[src/rtl/best_score_seq.sv]
// best_score_seq: streaming signed running-minimum selector over a frame of candidate beats with registered result handshake.
module best_score_seq #(
  parameter int SCORE_W  = 64,
  parameter int MAX_CAND = 10,
  parameter int MODE_W   = 4
) (
  input  logic                      clk,
  input  logic                      rst,
  input  logic                      in_valid,
  output logic                      in_ready,
  input  logic signed [SCORE_W-1:0] in_score,
  input  logic                      in_en,
  input  logic                      in_last,
  output logic                      out_valid,
  input  logic                      out_ready,
  output logic [MODE_W-1:0]         out_mode,
  output logic signed [SCORE_W-1:0] out_score,
  output logic                      out_none,
  output logic                      out_ovf
);
  // idx is one bit wider than a mode index so it can saturate at MAX_CAND == 2**MODE_W
  localparam logic [MODE_W:0] LIM = (MODE_W+1)'(MAX_CAND);
  typedef enum logic {ACC, DONE} state_t;
  state_t state, state_n;
  logic [MODE_W:0] idx;
  logic [MODE_W-1:0] best_idx;
  logic signed [SCORE_W-1:0] best_score;
  logic have_best, ovf, fire, over, take;
  assign in_ready  = state == ACC;
  assign out_valid = state == DONE;
  assign fire = in_valid && in_ready;
  assign over = idx >= LIM;
  assign take = in_en && !over && (!have_best || in_score < best_score);
  always_ff @(posedge clk)
    state <= rst ? ACC : state_n;
  always_comb begin
    state_n = state;
    state_n = (state == ACC) ? ((fire && in_last) ? DONE : ACC) : (out_ready ? ACC : DONE);
  end
  // best_idx/best_score stay zero while have_best is clear, which gives the "none" encoding for free
  always_ff @(posedge clk) begin
    if (rst) begin
      idx <= '0;
      have_best <= 1'b0;
      best_idx <= '0;
      best_score <= '0;
      ovf <= 1'b0;
      out_mode <= '0;
      out_score <= '0;
      out_none <= 1'b0;
      out_ovf <= 1'b0;
    end else if (fire) begin
      idx <= over ? idx : idx + 1'b1;
      if (take) begin
        best_idx <= idx[MODE_W-1:0];
        best_score <= in_score;
        have_best <= 1'b1;
      end
      if (over) ovf <= 1'b1;
      if (in_last) begin
        out_mode <= take ? idx[MODE_W-1:0] : best_idx;
        out_score <= take ? in_score : best_score;
        out_none <= !(have_best || take);
        out_ovf <= ovf || over;
      end
    end else if (out_valid && out_ready) begin
      idx <= '0;
      have_best <= 1'b0;
      best_idx <= '0;
      best_score <= '0;
      ovf <= 1'b0;
    end
  end
endmodule
[config.mk]
export PLATFORM = sky130hd
export DESIGN_NAME = best_score_seq
export DESIGN_NICKNAME = d
export VERILOG_FILES = /design/src/rtl/best_score_seq.sv
export SDC_FILE = /design/constraint.sdc
export NUM_CORES = 1
export LEC_CHECK = 0
export CAP_MARGIN = 20
export CORE_ASPECT_RATIO = 1.4
export CORE_UTILIZATION = 38
export DETAILED_ROUTE_END_ITERATION = 10
export PLACE_DENSITY_LB_ADDON = 0.05
export SYNTH_ARGS = -nofsm -noshare
export SYNTH_HDL_FRONTEND = slang
export SYNTH_SLANG_ARGS = --single-unit
[constraint.sdc]
create_clock -name clk -period 3.1 [get_ports clk]
set_input_delay 0.465 -clock clk [delete_from_list [all_inputs] [get_ports clk]]
set_output_delay 0.465 -clock clk [all_outputs]
set_load 0.02 [all_outputs]
After elaboration in Yosys (flattened, before gate mapping). Cells that the tools add are included.

Register bits: 146. Bits in latches: 0. Memory bits (writable): 0. Bits in read-only memories: 0. Input port bits: 70. Output and inout bits: 72. Word-level logic and storage cells: 50. Memories: 0.

$add $sub $neg: 1. Multiply operators: 0. Div/mod/pow operators: 0. Magnitude comparators: 2. Equality and inequality tests: 3. Shifts and indexed selects: 0. Multiplexer cells: 17. Bitwise gates (word level): 1. Reduce and logical (&&, ||, !) cells: 16.

Operator list (count): 64-bit 2-to-1 mux (3); 64-bit < comparator (1); 5-bit 2-to-1 mux (3); 4-bit 2-to-1 mux (3); 1-bit 2-to-1 mux (8); 2-bit AND reduction (4); 5-bit by 1-bit adder with 5-bit output (second input constant) (1); 5-bit by 4-bit greater-or-equal comparator with 1-bit output (second input constant) (1); 1-bit logical AND (5); 2-bit by 1-bit != test with 1-bit output (second input constant) (2); 1-bit zero test (3); 1-bit logical OR (3); 2-bit != test (second input constant) (1); 2-bit nonzero test (1); 1-bit NOT (1).

Longest topological paths before layout.
Depth in word-level cells: 6. Gate-level depth with buffers: 12. Mapped depth without buffers: 10.

Least setup slack after synthesis. No wires, ideal clock.

Kind: input -> register. Start point: input in_score[46]. End point: register best_score[10]. Data arrival time: 2673 ps. Required time: 2974 ps. Slack: 301 ps. Stages on the path: 11. Path through: ha_1 -> a21oi_1 -> nand2_1 -> a221o_1 -> or3_1 -> a311o_1 -> a21oi_2 -> buf_6 -> nand2_4 -> buf_2 -> mux2i_1.

Word-level cells in the longest chain between the ends: 5.

Ends and longest elaborated chain: start, declared (RTL line 11) `input logic signed [SCORE_W-1:0] in_score,`; 64-bit < comparator (RTL line 33) `assign take = in_en && !over && (!have_best || in_score < best_score);`; 1-bit logical OR (RTL line 33); 1-bit logical AND (RTL line 33); 64-bit 2-to-1 mux (2 in a row); end signal, assigned (RTL line 56) `best_score <= in_score;`; end, declared (RTL line 27) `logic signed [SCORE_W-1:0] best_score;`.

Every way passes these cells. A chain may end at the register's enable or synchronous reset.

Worst setup path after layout.
Start point: input in_score[45]. End point: register out_score[9].

Word-level cells in the longest chain between the ends: 4.

Ends and longest elaborated chain: 64-bit < comparator (RTL line 33); 1-bit logical OR (RTL line 33); 1-bit logical AND (RTL line 33); 64-bit 2-to-1 mux; end signal, assigned (RTL line 62) `out_score <= take ? in_score : best_score;`; end, declared (RTL line 17) `output logic signed [SCORE_W-1:0] out_score,`.

Every way passes these cells.

==> summary.txt <==
Status
  • Run status: finished, final reports clean

STA
  • Fin. max-slew vios: 0
  • Final clock skew: 12.1 ps
  • Setup violators final: 0
  • Setup tns final: 0 ps
  • Setup slack after layout: 132 ps
  • Min Hold Slack: 376 ps
  • Actual slew at the worst max-slew pin: 696 ps
  • Count of final hold-check violations: 0
  • Slew headroom: 53.6%
  • Fin crit share: 95.8%
  • Max frequency: 0.337 GHz
  • Min Tclk post-route: 2970 ps

Yosys
  • Post-Syn Area per Cell: 8.92 um^2
  • Syn nets: 1,010
  • Post-Syn Area: 7800 um^2
  • Yosys warns: 0
  • Register bit total from synthesis: 146
  • Distinct cells, synth: 39
  • Fraction of registers with async set/reset: 0%
  • Primary FF master, synth: dfxtp_1
  • Post-synthesis sequential area ratio: 37.5%
  • Post-synth EDFFs: 0
  • Post-synthesis cell count: 875

Critical path
  • Worst setup EP type: flip-flop
  • Reg-to-reg startpoint: best_score[43]
  • Critical R2R Capture: out_score[9]
  • Critical path class: input port to flip-flop
  • Critical-path maximum fanout: 8
  • Critical path arrival: 3250 ps
  • Worst Setup Start Kind: input port
  • Setup slack, reg-to-reg: 200 ps
  • Slowest CP cell: clkdlybuf4s50_1
  • R2R depth: 12
  • CP startpoint: in_score[45]
  • Worst setup endpoint: out_score[9]
  • Worst path cell trace: clkdlybuf4s50_1, ha_1, nand4_1, nor3_1, a221o_1, or3_4, a311o_1, a21oi_4, buf_12, clkbuf_16, mux2i_1, a211oi_1
  • WP data required: 3380 ps
  • CP peak stage delay: 440 ps

Routing
  • Initial DRC count: 298
  • Per-cell routed wire length: 14.5 um
  • Pre-antenna DRT Iters: 4
  • Post-DRT Antenna Nets: 0
  • Vias: 6,605
  • DRC Markers: 0
  • Vias per inst: 4.91
  • Final WL: 19.6 mm

Layout
  • Final Instance Area: 11,000 um^2
  • Area grow syn2layout: 40.8%
  • Non-filler cells in the finished layout: 1,346
  • Fin util: 54.9%
  • ANT cells: 0
  • Storage cell area: 2920 um^2
  • Layout cells sized above 1: 13.7%
  • Most frequent cells in the layout: dfxtp_1 (146), clkdlybuf4s50_1 (134), mux2i_1 (124)
  • Most common cell after layout, fill and taps aside: dfxtp_1
  • Area of the multi-input gates: 4490 um^2
  • Fillers: 1,841
  • NumNets Final: 1,216

Clock network
  • CTS Sinks: 146
  • Hold-fix buffers at CTS: 0
  • Root Buffer: clkbuf_16
  • H-tree depth: 4
  • TritonCTS clock tree: built
  • Worst-path clk slew: 60 ps
  • CTS buffer count: 17
  • Clock Path Buffers: 2
  • Worst skew pair latency: 430 ps

Die
  • Die Width: 123 um
  • Cell Rows: 61
  • # IOs: 142
  • Die span in y: 172 um
  • Initial Util: 39.0%
  • Total core area: 20,000 um^2
  • Die area: 21,100 um^2

GRT
  • Largest net degree at the start of global routing: 145
  • Congestion Overflow GR: 0
  • Initial antenna violation count: 1
  • Vias in the first global route: 6,405
  • First-pass GRT wire length: 31.9 mm
  • GRT Overall Usage: 19.3%

Worst hold path
  • Hold Crit Class: input port to flip-flop

Pwr
  • Final Total Pwr: 5.40 mW
  • P per Cell Area: 492 nW/um^2
  • Worst vdd ir: 361 uV
  • Static Leak: 4.67 nW

Place
  • Final GP Congestion: 0.732
  • DPL Wire Length: 13.2 mm
  • Dpl ws: -437 ps
  • Placed insts: 1,310
  • Buffers added on ports: 141
  • Placed cell area: 10,200 um^2

Run
  • Number of max-cap violations: 0
==> critical path: cells and delay by family <==
family                     cells  cell delay (ps)
AOI/OAI and AO/OA              4              890
adders and majority gates      1              320
buffers and inverters          3              800
muxes                          1              200
and+or+nand+nor                3              550
==> sequential cells by signal, indices dropped and copies added (netlist names) <==
| signal | cells |
|---|---|
| out_mode | 4 |
| out_ovf | 1 |
| out_none | 1 |
| out_score | 64 |
| idx | 5 |
| best_score | 64 |
| out_valid | 1 |
| ovf | 1 |
| best_idx | 4 |
| have_best | 1 |
==> power breakdown <==
part | internal, mW | switching (mW)
clock | 1.37 | 0.841
combinational | 0.587 | 0.541
sequential | 1.99 | 0.0756
==> cell families after synthesis <==
group / synth area share, %
simple gates: 16.8
buf+inv: 6.45
xor+xnor: 0.225
fa+ha+maj: 10.4
compound gates: 11.8
flops: 37.5
mux: 16.8
==> layout make-up <==
class                   count  area share (%)
multi-input cells         611            40.8
flip-flops and latches    146            26.6
repair buffers            240            21.7
clock buffers              19            4.03
well taps                 252            2.87
inverters                  65            2.22
clock inverters            13            1.69
==> repair_timing <==
action                     CTS  global route
resized for setup            0            27
setup buffers                0             1
setup endpoints to repair    0            95
hold endpoints to repair     0             0
==> layer usage <==
layer | track usage (%) | wire (um) | vias up
met5 | 0 | 0 | -
met4 | 5.61 | 208 | 0
met3 | 4.61 | 798 | 16
met2 | 32.0 | 9470 | 102
met1 | 24.6 | 9080 | 3046
li1 | - | - | 3441
==> synth_stat cells, types with 2 or more instances <==
cell	count	share of area [%]
dfxtp_1	146	37
mux2i_1	131	17
nand2_1	95	4.6
nor2_1	83	4.0
a211oi_1	72	6.9
nand2b_1	68	5.5
ha_1	65	10
inv_1	65	3.1
clkbuf_1	39	1.9
a21oi_1	29	1.9
o21ai_0	13	0.83
nand3_1	7	0.45
nand4_1	7	0.56
buf_2	6	0.38
buf_6	6	0.87
a21o_1	5	0.48
nand4b_1	5	0.56
a221oi_1	3	0.34
and4_1	3	0.34
a22oi_1	2	0.19
a311o_1	2	0.26
a31oi_1	2	0.16
and2_1	2	0.16
buf_4	2	0.19
or3_1	2	0.16
xor2_1	2	0.22
==> how the worst min path moves through the flow <==
stage	slack (ps)	end	cells after the start	startpoint
finish	380	best_score[43]	3	in_score[43]
global route	400	best_score[43]	3	in_score[43]
CTS	460	ovf	2	ovf
detailed placement	450	ovf	2	ovf
global placement	440	ovf	2	ovf
floorplan	440	best_idx[0]	2	best_idx[0]
(Power assumes the default switching activity.)
